File: config.mk
export PLATFORM = sky130hd
export DESIGN_NAME = instr_mem_loader_flat
export DESIGN_NICKNAME = d
export VERILOG_FILES = /design/src/rtl/instr_mem_loader_if.sv /design/src/rtl/instr_mem_loader.sv /design/src/flat_wrapper.sv
export SDC_FILE = /design/constraint.sdc
export NUM_CORES = 1
export LEC_CHECK = 0
export ABC_AREA = 1
export CAP_MARGIN = 20
export CORE_UTILIZATION = 55
export DETAILED_ROUTE_END_ITERATION = 10
export PLACE_DENSITY = 0.82
export SETUP_SLACK_MARGIN = 0.3
export SYNTH_ARGS = -nofsm -noshare
export SYNTH_HDL_FRONTEND = slang
export SYNTH_SLANG_ARGS = --single-unit
export TNS_END_PERCENT = 1
File: constraint.sdc
create_clock -name clk -period 2.1 [get_ports clk]
set_input_delay 0.315 -clock clk [delete_from_list [all_inputs] [get_ports clk]]
set_output_delay 0.315 -clock clk [all_outputs]
set_load 0.005 [all_outputs]
File: src/rtl/instr_mem_loader_if.sv
// -----------------------------------------------------------------------------
// instr_mem_loader_if
// Bundle of the load-port and fetch-port signals of instr_mem_loader.
//   slave  : the memory side (drives load_ready, instruction, instr_valid,
//            prog_len, loaded, overflow).
//   master : the producer / CPU side (drives clear, load_*, fetch_*).
// -----------------------------------------------------------------------------
interface instr_mem_loader_if #(
  parameter int DATA_W = 8,
  parameter int ADDR_W = 8
);
  logic              clear;
  logic              load_start;
  logic              load_valid;
  logic [DATA_W-1:0] load_data;
  logic              load_last;
  logic              load_ready;
  logic              fetch_req;
  logic [ADDR_W-1:0] fetch_addr;
  logic [DATA_W-1:0] instruction;
  logic              instr_valid;
  logic [ADDR_W:0]   prog_len;
  logic              loaded;
  logic              overflow;

  modport master (
    output clear, load_start, load_valid, load_data, load_last,
           fetch_req, fetch_addr,
    input  load_ready, instruction, instr_valid, prog_len, loaded, overflow
  );

  modport slave (
    input  clear, load_start, load_valid, load_data, load_last,
           fetch_req, fetch_addr,
    output load_ready, instruction, instr_valid, prog_len, loaded, overflow
  );
endinterface

File: src/rtl/instr_mem_loader.sv
// -----------------------------------------------------------------------------
// instr_mem_loader
// Loadable instruction memory for the CPU fetch stage. A program is streamed
// in through a valid/ready load port; fetches return one word per cycle with
// one cycle of latency. Unloaded or out-of-range addresses return FILL_WORD so
// a runaway CPU fetches STOP.
// Ports:
//   clk    : system clock, rising edge
//   rst_n  : asynchronous active-low reset
//   bus    : instr_mem_loader_if.slave (load port, fetch port, status)
// DEPTH must satisfy 1 <= DEPTH <= 2**ADDR_W.
// -----------------------------------------------------------------------------
module instr_mem_loader #(
  parameter int                DATA_W    = 8,
  parameter int                ADDR_W    = 8,
  parameter int                DEPTH     = 32,
  parameter logic [DATA_W-1:0] FILL_WORD = DATA_W'(8'b11000011)
) (
  input  logic               clk,
  input  logic               rst_n,
  instr_mem_loader_if.slave  bus
);

  localparam int              IDX_W   = (DEPTH > 1) ? $clog2(DEPTH) : 1;
  localparam logic [ADDR_W:0] DEPTH_C = (ADDR_W + 1)'(DEPTH);

  typedef enum logic [1:0] {
    S_EMPTY   = 2'd0,
    S_LOADING = 2'd1,
    S_READY   = 2'd2
  } state_t;

  state_t r_state;
  state_t w_state_next;

  // wr_ptr counts up to DEPTH inclusive, hence ADDR_W+1 bits
  logic [ADDR_W:0]   r_wr_ptr;
  logic [ADDR_W:0]   r_prog_len;
  logic              r_overflow;
  logic              r_instr_valid;
  logic              r_sel_mem;     // last fetch hit the loaded program
  logic [DATA_W-1:0] r_ram_q;       // registered RAM read port
  logic [DATA_W-1:0] r_mem [DEPTH];

  logic              w_load_ready;
  logic              w_accept;
  logic              w_store;
  logic              w_fetch_hit;
  logic [IDX_W-1:0]  w_wr_idx;
  logic [IDX_W-1:0]  w_rd_idx;

  // ---------------------------------------------------------------------------
  // Load-port qualification
  // ---------------------------------------------------------------------------
  always_comb begin
    // clear and load_start both pre-empt a beat offered in the same cycle
    w_load_ready = (r_state == S_LOADING) && !bus.clear && !bus.load_start;
    w_accept     = bus.load_valid && w_load_ready;
    // once wr_ptr reaches DEPTH the beat is drained, not stored
    w_store      = w_accept && (r_wr_ptr < DEPTH_C);
    // fetch decisions use the state before any transition in this cycle
    w_fetch_hit  = (r_state == S_READY) &&
                   ({1'b0, bus.fetch_addr} < r_prog_len);
    w_wr_idx     = r_wr_ptr[IDX_W-1:0];
    w_rd_idx     = bus.fetch_addr[IDX_W-1:0];
  end

  // ---------------------------------------------------------------------------
  // FSM
  // ---------------------------------------------------------------------------
  always_ff @(posedge clk or negedge rst_n) begin
    if (!rst_n) begin
      r_state <= S_EMPTY;
    end else begin
      r_state <= w_state_next;
    end
  end

  always_comb begin
    w_state_next = r_state;
    if (bus.clear) begin
      w_state_next = S_EMPTY;
    end else if (bus.load_start) begin
      // from any state, including a restart while already loading
      w_state_next = S_LOADING;
    end else if (w_accept && bus.load_last) begin
      w_state_next = S_READY;
    end
  end

  // ---------------------------------------------------------------------------
  // Load bookkeeping and fetch control
  // ---------------------------------------------------------------------------
  always_ff @(posedge clk or negedge rst_n) begin
    if (!rst_n) begin
      r_wr_ptr      <= '0;
      r_prog_len    <= '0;
      r_overflow    <= 1'b0;
      r_instr_valid <= 1'b0;
      r_sel_mem     <= 1'b0;
    end else begin
      r_instr_valid <= bus.fetch_req;
      // without a request the selector holds, so instruction holds too
      if (bus.fetch_req) begin
        r_sel_mem <= w_fetch_hit;
      end

      if (bus.clear || bus.load_start) begin
        r_wr_ptr   <= '0;
        r_prog_len <= '0;
        r_overflow <= 1'b0;
      end else if (w_accept) begin
        if (w_store) begin
          r_wr_ptr <= r_wr_ptr + 1'b1;
        end else begin
          r_overflow <= 1'b1;
        end
        if (bus.load_last) begin
          r_prog_len <= w_store ? (r_wr_ptr + 1'b1) : DEPTH_C;
        end
      end
    end
  end

  // ---------------------------------------------------------------------------
  // Storage: no reset so it maps onto block RAM. Writes only happen while
  // LOADING and reads only matter while READY, so there is no read/write
  // collision to resolve.
  // ---------------------------------------------------------------------------
  always_ff @(posedge clk) begin
    if (w_store) begin
      r_mem[w_wr_idx] <= bus.load_data;
    end
    if (bus.fetch_req) begin
      r_ram_q <= r_mem[w_rd_idx];
    end
  end

  // ---------------------------------------------------------------------------
  // Outputs
  // ---------------------------------------------------------------------------
  assign bus.load_ready  = w_load_ready;
  // after reset r_sel_mem=0, so instruction shows FILL_WORD
  assign bus.instruction = r_sel_mem ? r_ram_q : FILL_WORD;
  assign bus.instr_valid = r_instr_valid;
  assign bus.prog_len    = r_prog_len;
  assign bus.loaded      = (r_state == S_READY);
  assign bus.overflow    = r_overflow;

endmodule

File: src/flat_wrapper.sv
// flat-port wrapper written by rule: the top's interface ports become plain ports
module instr_mem_loader_flat 
#(
  parameter int                DATA_W    = 8,
  parameter int                ADDR_W    = 8,
  parameter int                DEPTH     = 32,
  parameter logic [DATA_W-1:0] FILL_WORD = DATA_W'(8'b11000011)
)
  (clk, rst_n, bus_clear, bus_load_start, bus_load_valid, bus_load_data, bus_load_last, bus_fetch_req, bus_fetch_addr, bus_load_ready, bus_instruction, bus_instr_valid, bus_prog_len, bus_loaded, bus_overflow);
  instr_mem_loader_if #(.DATA_W(DATA_W), .ADDR_W(ADDR_W)) bus_i ();
  input  logic clk;
  input  logic rst_n;
  input wire logic [$bits(bus_i.clear)-1:0] bus_clear;
  input wire logic [$bits(bus_i.load_start)-1:0] bus_load_start;
  input wire logic [$bits(bus_i.load_valid)-1:0] bus_load_valid;
  input wire logic [$bits(bus_i.load_data)-1:0] bus_load_data;
  input wire logic [$bits(bus_i.load_last)-1:0] bus_load_last;
  input wire logic [$bits(bus_i.fetch_req)-1:0] bus_fetch_req;
  input wire logic [$bits(bus_i.fetch_addr)-1:0] bus_fetch_addr;
  output wire logic [$bits(bus_i.load_ready)-1:0] bus_load_ready;
  output wire logic [$bits(bus_i.instruction)-1:0] bus_instruction;
  output wire logic [$bits(bus_i.instr_valid)-1:0] bus_instr_valid;
  output wire logic [$bits(bus_i.prog_len)-1:0] bus_prog_len;
  output wire logic [$bits(bus_i.loaded)-1:0] bus_loaded;
  output wire logic [$bits(bus_i.overflow)-1:0] bus_overflow;
  assign bus_i.clear = bus_clear;
  assign bus_i.load_start = bus_load_start;
  assign bus_i.load_valid = bus_load_valid;
  assign bus_i.load_data = bus_load_data;
  assign bus_i.load_last = bus_load_last;
  assign bus_i.fetch_req = bus_fetch_req;
  assign bus_i.fetch_addr = bus_fetch_addr;
  assign bus_load_ready = bus_i.load_ready;
  assign bus_instruction = bus_i.instruction;
  assign bus_instr_valid = bus_i.instr_valid;
  assign bus_prog_len = bus_i.prog_len;
  assign bus_loaded = bus_i.loaded;
  assign bus_overflow = bus_i.overflow;
  instr_mem_loader #(.DATA_W(DATA_W), .ADDR_W(ADDR_W), .DEPTH(DEPTH), .FILL_WORD(FILL_WORD)) u_core (.clk(clk), .rst_n(rst_n), .bus(bus_i));
endmodule
==> impl_results.md, run 1 <==
* Final WS setup at approximately 150 ps
* Avg Cell Area, Syn at between 10 and 15 um^2
* Sequential power share at 0.523
* TritonCTS Buffers at 28
* CTS root buffer: clkbuf_16
* Sw Ratio at 0.215
* Non-filler cells, final at 1462
* Diodes inserted at 0
* Pint at approximately 9.4 mW
* Clk pin slew, worst setup/hold paths at ~70 ps
* Static Leak at between 5 and 6 nW
* Max_cap viols at 0
* RSZ-0062 raised after global routing: yes
* Placeable core area at about 21000 um^2
* Routed Wire Length at roughly 29 mm
* First-pass GRT wire length at between 40 and 50 mm
* Final Hold Fails at 0
* CP Cell Sequence: inv_1, nor2_2, clkdlybuf4s50_1
* Detailed Place HPWL at approximately 18 mm
* Slowest stage delay, CP at 520 ps
* Final hold slack at approximately 110 ps
* Seq cells post-synth at ~290
* Total global-route track usage at 0.264
* Die width at 150 um
* Final Instance Area at around 14000 um^2
* Register area share after synthesis at 0.710
* Mapped Nets at 1112
* H-tree levels at 1
* 1st-iter DRT viols at roughly 930
* Worst rel slew slack at 0.680
* Overflow after GRT at 0
* Critical path endpoint category: primary output
* Placer Congestion at 0.935
* Drt first pass iters at 6
* Placed cell areas at between 10000 and 15000 um^2
* CP max FO at 3
* Slew Viols, Final at 0
* Post-synth top area cell: edfxtp_1
* Cells after DPL at roughly 1400
* Post-DRT Antenna Nets at 0
* Power Density at ~860 nW/um^2
* Slew @ Worst Pin at around 480 ps
* Finished Core Util at 0.658
* Clock Sinks at 287
* Critical path arrival at ~1600 ps
* Clk pwr share at 0.416
* Setup Crit Path Kind: reg2out
* Layout cell share with drive strength beyond 1 at 0.104
* Final period util at 0.930
* Async SR Flop Fraction at 0.0801
* Top FF cell, synth: edfxtp_1
* Input/output buffers at between 40 and 50
* Post-DR wirelength/cell at 19.5 um
* EDFF count, synth at between 200 and 300
* Nets at 1199
* Synth Warn # at 0
* Area of the mapped netlist at between 10000 and 15000 um^2
* CP max stage cell: clkdlybuf4s50_1
* Core Rows at 53
* Post-synth cell types at 24
* DIE AREA at 22400 um^2
* FMAX at slightly above 0.5 GHz
* Vias in the first global route at between 8000 and 9000
* Commonest cells in the netlist: nand2_1, edfxtp_1, nand3_1, nor2_1, inv_1
* Worst Skew at between 20 and 25 ps
* Worst setup SP type: register
* CP required at approximately 1800 ps
* Worst-Skew Late Latency at between 500 and 600 ps
* CTS Hold Bufs at 0
* Starting Density at 0.565
* Via count at 8400
* Vias per std cell at roughly 5.7
* Total power at around 12 mW
* DR DRC count at 0
* Comb pwr share at 0.061
* I/O pin count at 44
* Count leader, synth: nand2_1
* CTS Buffer Depth at 3
* Initial antenna violation count at 0
* Run status: completed
* Hold Crit Class: in2async
* VDD IR max at 0.755 mV
* TritonCTS clock tree: built
* TNS Setup at 0 ps
* Syn Inst Count at 1078
* Finish-stage setup viols at 0
* Pin count of the biggest net entering global routing at 81
* Synth-to-layout area growth at 16.5%
* Die Height at 150 um
* Largest cells by area after synthesis: edfxtp_1, nand2_1, nand3_1, dfrtp_1, nor2_1
* Synth top area share at 0.662
* Final min period at 1950 ps
* Switching pwr at ~2.6 mW
* DP Worst Slack at -21.2 ps
==> sequential cells by signal (all words and copies together), names as in the netlist <==
| register | count |
|---|---|
| u_core.bus.instr_valid | 1 |
| u_core.bus.overflow | 1 |
| u_core.bus.prog_len | 9 |
| u_core.r_mem | 256 |
| u_core.r_ram_q | 8 |
| u_core.r_sel_mem | 1 |
| u_core.r_state | 2 |
| u_core.r_wr_ptr | 9 |
==> final timing paths <==
kind	cells after the start	endpoint	slack (ps)	start
worst min register to register	2	u_core.r_wr_ptr[6]	490	u_core.r_wr_ptr[6]
worst max register to register	8	u_core.r_mem[29][4]	260	u_core.r_state[0]
worst min-delay path	2	u_core.bus.prog_len[6]	110	rst_n
max in group asynchronous	2	u_core.r_sel_mem	1730	rst_n
min in group clk	2	u_core.r_state[0]	400	bus_clear
worst max-delay path	3	bus_loaded	150	u_core.r_state[1]
==> layout make-up <==
type                       count  area [um^2]
inverter                      42          159
tap                          275          344
timing repair buffer         112         1000
clock buffer                  31          712
clock inverter                21          211
sequential                   287         8500
multi-input combinational    694         3030
fill                        1520         7260
==> power by group through the flow <==
stage | Sequential (mW) | Combinational, mW | Clock [mW]
after floorplan | 6.39 | 0.389 | 0
after global placement | 6.39 | 0.698 | 0
after detailed placement | 6.39 | 0.716 | 0
after CTS | 6.27 | 0.723 | 5.02
after global routing | 6.27 | 0.795 | 5.23
final | 6.27 | 0.734 | 4.99
==> cells in the final DEF, fill, tap and decap left out, drive strengths merged <==
cell type / netlist / final
nor3: 3 / 3
bufinv: 0 / 4
clkbuf: 16 / 31
a21oi: 5 / 5
ha: 11 / 11
dfrtp: 23 / 23
clkinvlp: 0 / 1
nand3: 204 / 204
inv: 42 / 41
nand4: 2 / 2
clkdlybuf4s50: 0 / 40
nand2: 407 / 407
buf: 39 / 71
clkinv: 0 / 17
o22ai: 1 / 1
o21ai: 11 / 11
xor2: 1 / 1
dlygate4sd2: 0 / 1
nor2: 48 / 48
edfxtp: 264 / 264
nand3b: 1 / 1
==> per-layer routing <==
layer  wire, um  up-vias  share of wire  track usage
met4       1300        0          0.045        0.131
li1           -     3861              -            -
met3       2490       99          0.087       0.0396
met5          0        -              0            0
met1      10900     3965           0.38        0.348
met2      13900      475           0.49        0.431
==> critical path: cells and delay by family (launching register included) <==
kind	cells	cell delay (ps)
and+or+nand+nor	1	120
buffers and inverters	2	600
DFF	1	370
==> timing repair <==
action | CTS | global route
buffers inserted | 0 | 1
gates resized for setup | 2 | 1
endpoints found under the setup margin | 14 | 253
==> logic make-up after synthesis <==
logic type	after synthesis	share of synthesized area
flops	287	0.710
simple gates	665	0.233
compound gates	17	0.00720
buf+inv	97	0.0382
fa+ha+maj	11	0.0115
xor+xnor	1	0.000731
Power figures use the tool's default switching activity.
==> run 2: changes to the inputs <==
- PLACE_DENSITY: 0.82 -> 0.83
==> run 2 against run 1 <==
Effect of this change:
- combinational power is 0.7% lower
- register-to-register slack improved by 70 ps
- sequential power hardly changed
- global-route usage shrank 0.11 points
- setup slack improved by 36 ps
- clock-buffer cell count rose by 5
- largest power group unchanged
- hold slack better by 13 ps
- wire length rose by 0.19%
==> impl_results.md, run 2 (synthesis gave the netlist of run 1 again) <==
* Run status: completed
* Routed Wire Length at about 29 mm
* Overflow after GRT at 0
* Total global-route track usage at 0.263
* Clk pin slew, worst setup/hold paths at ~60 ps
* CTS root buffer: clkbuf_16
* Final Hold Fails at 0
* Die width at roughly 150 um
* Worst-Skew Late Latency at 530 ps
* VDD IR max at between 0.7 and 0.8 mV
* Placeable core area at between 20000 and 25000 um^2
* CP required at about 1800 ps
* FMAX at between 0.5 and 0.6 GHz
* Critical path endpoint category: primary output
* Commonest non-fill, non-tap cell in the layout: nand2_1
* Finished Core Util at 0.658
* Register-to-Register Path Depth at 8
* DIE AREA at 22400 um^2
* Vias in the first global route at approximately 8200
* Worst rel slew slack at 0.611
* Vias per std cell at slightly below 6
* Post-DR wirelength/cell at slightly below 20 um
* Slew Viols, Final at 0
* CP max FO at 9
* Setup Crit Path Kind: reg2out
* Final hold slack at around 130 ps
* Cells after DPL at about 1400
* Via count at about 8400
* Drt first pass iters at 6
* R2R Path Start: u_core.r_state[0]
* Static Leak at between 5 and 6 nW
* Nets at roughly 1200
* Finish-stage setup viols at 0
* DP Worst Slack at -26.4 ps
* Input/output buffers at 43
* Reg2reg end: u_core.r_mem[11][7]
* Layout cell share with drive strength beyond 1 at 0.0991
* Diodes inserted at 0
* TritonCTS Buffers at 28
* Core Rows at 53
* Worst setup SP type: register
* CTS Buffer Depth at 3
* Pin count of the biggest net entering global routing at between 80 and 90
* Clock Sinks at approximately 290
* Final WS setup at around 180 ps
* Final period util at 0.913
* RSZ-0062 raised after global routing: yes
* Largest register FFs at 256
* Die Height at around 150 um
* Max_cap viols at 0
* Slew @ Worst Pin at 583 ps
* Power Density at between 800 and 900 nW/um^2
* TritonCTS clock tree: built
* Reg-to-reg slack, setup at ~330 ps
* Detailed Place HPWL at 17.2 mm
* Reg with most FFs: u_core.r_mem
* I/O pin count at 44
* Synth-to-layout area growth at 16.5%
* Initial antenna violation count at 0
* Non-filler cells, final at around 1500
* Worst Skew at 10.8 ps
* Final min period at ~1900 ps
* Fillers at around 1500
* Critical path arrival at about 1600 ps
* Final Instance Area at 14000 um^2
* Most frequent cells in the layout: nand2_1, edfxtp_1, nand3_1
* Placed cell areas at approximately 13000 um^2
* TNS Setup at 0 ps
* Total power at approximately 12 mW
* Starting Density at 0.565
* H-tree levels at 1
* Placer Congestion at about 0.97
* First-pass GRT wire length at between 40 and 50 mm
* Post-DRT Antenna Nets at 0
* Hold Crit Class: in2async
* DR DRC count at 0
* 1st-iter DRT viols at 1029
run 2: cell type report:
cell class	count	area, um^2	area share
multi-input combinational	694	3030	0.217
clock buffer	36	752	0.0539
tap	275	344	0.0247
timing repair buffer	109	1000	0.0720
sequential	287	8500	0.609
clock inverter	13	163	0.0117
inverter	42	159	0.0114
run 2: how the worst max path moves through the flow:
stage	from	end	slack, ps	depth (start not counted)
after floorplan	u_core.r_wr_ptr[5]	u_core.r_mem[0][0]	360	5
after global placement	bus_clear	bus_load_ready	20	6
after detailed placement	bus_clear	u_core.r_mem[20][7]	-30	8
after CTS	u_core.r_state[1]	bus_loaded	150	3
after global routing	u_core.r_sel_mem	bus_instruction[2]	110	3
final	u_core.r_sel_mem	bus_instruction[2]	180	3
run 2: power breakdown:
group	switching, mW	internal [mW]	total [mW]
registers	0.00862	6.26	6.27
clock network	2.01	3.00	5.00
logic	0.507	0.222	0.729
run 2: worst max-delay path, stage by stage, from the launching register on:
cell,delay (ps)
dfrtp_2,440
nand2_1,70
inv_1,50
clkdlybuf4s50_1,510
run 2: layer usage:
metal,vias to the layer above,global-route usage,wire [um]
met5,-,0,0
met4,0,0.105,989
met3,83,0.0369,2580
met2,469,0.448,14300
met1,4028,0.341,10700
li1,3846,-,-
run 2: repair_timing:
action                     CTS  global route
hold buffers                 0             0
resized for setup            5             1
setup endpoints to repair   10           207
hold endpoints to repair     0             0
setup buffers                0             0
==> run 3: changes to the inputs <==
- CORE_ASPECT_RATIO: default -> 1.2
==> run 3 against run 2 <==
Effect of this change:
- clock-buffer cell count down 7
- first-iteration DRC count down 2.8%
- global-route usage up 0.42 points
- combinational power down 0.8%
- core utilization down 0.48 points
- final area down 0.87%
- critical path depth down 1
- critical path type unchanged
==> impl_results.md, run 3 (synthesis gave the netlist of run 1 again) <==
* Run status: completed
* Detailed Place HPWL at between 15 and 20 mm
* Finished Core Util at 0.653
* Register-to-Register Path Depth at 7
* CP max FO at 9
* Placeable core area at between 20000 and 25000 um^2
* Vias in the first global route at a little over 8000
* Final min period at roughly 1900 ps
* Pin count of the biggest net entering global routing at roughly 130
* Reg2reg end: u_core.r_mem[6][5]
* Final Hold Fails at 0
* Critical path endpoint category: primary output
* Final period util at 0.921
* First-pass GRT wire length at about 44 mm
* Initial antenna violation count at 0
* CTS root buffer: clkbuf_16
* Via count at ~8400
* Drt first pass iters at 6
* VDD IR max at 0.742 mV
* DIE AREA at around 22000 um^2
* RSZ-0062 raised after global routing: yes
* R2R Path Start: u_core.r_wr_ptr[5]
* CTS Buffer Depth at 3
* CP Cell Sequence: nand2_1, clkdlybuf4s50_1
* TritonCTS clock tree: built
* Critical path arrival at between 1500 and 2000 ps
* Switching pwr at ~2.5 mW
* Worst rel slew slack at 0.631
* Die Height at about 160 um
* Clk pwr share at 0.395
* CTS Hold Bufs at 0
* Slowest stage delay, CP at ~520 ps
* Sequential power share at 0.542
* Vias per std cell at 5.79
* 1st-iter DRT viols at 1000
* Worst Setup SP: u_core.r_sel_mem
* Worst setup SP type: register
* Reg-to-reg slack, setup at roughly 270 ps
* FMAX at 0.517 GHz
* Static Leak at about 5.3 nW
* Clock Sinks at around 290
* Nets at around 1200
* Finish-stage setup viols at 0
* DR DRC count at 0
* Max_cap viols at 0
* CP top delay family: buffers and inverters
* Post_cts resized at 3
* Power Density at 836 nW/um^2
* Crit path capture: bus_instruction[6]
* Post-DR wirelength/cell at between 15 and 20 um
* Most frequent cells in the layout: nand2_1, edfxtp_1, nand3_1
* Buf/Inv on CP at 1
* Setup Crit Path Kind: reg2out
* Overflow after GRT at 0
* Synth-to-layout area growth at 15.5%
* Total power at 11.6 mW
* Largest register FFs at ~260
* Die width at ~140 um
* Reg with most FFs: u_core.r_mem
* Input/output buffers at 43
* TritonCTS Buffers at 27
* H-tree levels at 1
* Core Rows at 58
* Clk pin slew, worst setup/hold paths at ~60 ps
* Pint at 9.06 mW
* Post-DRT Antenna Nets at 0
* Stages on worst setup path at 2
* CP max stage cell: clkdlybuf4s50_1
* I/O pin count at 44
* Diodes inserted at 0
* Slew Viols, Final at 0
* Worst Skew at between 10 and 15 ps
* Comb pwr share at 0.062
* TNS Setup at 0 ps
* Post-CTS Setup Repair Bufs at 0
* Slew @ Worst Pin at ~550 ps
* CP required at about 1800 ps
* Routed Wire Length at roughly 28 mm
* Starting Density at 0.565
* Placer Congestion at roughly 0.9
* Worst-Skew Late Latency at approximately 540 ps
* Layout cell share with drive strength beyond 1 at 0.0969
* Hold Crit Class: in2async
* Total global-route track usage at 0.267
* Commonest non-fill, non-tap cell in the layout: nand2_1
* Sw Ratio at 0.217
==> run 3: power groups by stage <==
stage          Combinational (mW)  Sequential, mW  Clock (mW)
6_report                    0.723            6.27        4.58
5_1_grt                     0.786            6.27        4.81
4_1_cts                     0.714            6.27        4.60
3_5_place_dp                0.705            6.39           0
3_3_place_gp                0.688            6.39           0
2_1_floorplan               0.389            6.39           0
==> run 3: worst min-delay path by stage <==
stage                                   from                      to  cells after the start
after detailed placement  u_core.r_wr_ptr[6]      u_core.r_wr_ptr[6]                      2
after CTS                              rst_n  u_core.bus.instr_valid                      2
final                                  rst_n  u_core.bus.instr_valid                      2
after global routing                   rst_n  u_core.bus.prog_len[7]                      2
after global placement    u_core.r_wr_ptr[8]      u_core.r_wr_ptr[8]                      2
after floorplan                        rst_n  u_core.bus.instr_valid                      0
==> run 3: area by class of cell <==
cell class / instances / area [um^2]
flip-flops and latches: 287 / 8500
fillers: 1500 / 7360
multi-input cells: 694 / 3030
repair buffers: 105 / 977
clock buffers: 29 / 683
well taps: 270 / 338
inverters: 42 / 159
clock inverters: 19 / 144
==> run 3: metrics by stage <==
| stage | instances | area (um^2) | hold slack (ps) | worst slack (ps) |
|---|---|---|---|---|
| after CTS | 1446 | 13800 | 143 | 144 |
| after global placement | 1398 | 13000 | 474 | 26.4 |
| final | 1446 | 13800 | 138 | 166 |
| after detailed placement | 1398 | 13000 | 508 | -49.4 |
| after floorplan | 1078 | 12000 | 19.4 | 357 |
| after global routing | 1446 | 13800 | 180 | 115 |
==> run 3: per-layer routing <==
layer	track usage	up-vias	routed length [um]
li1	-	3837	-
met1	0.337	3946	10200
met2	0.452	484	14200
met3	0.0306	112	2490
met4	0.146	0	1500
met5	0	-	0
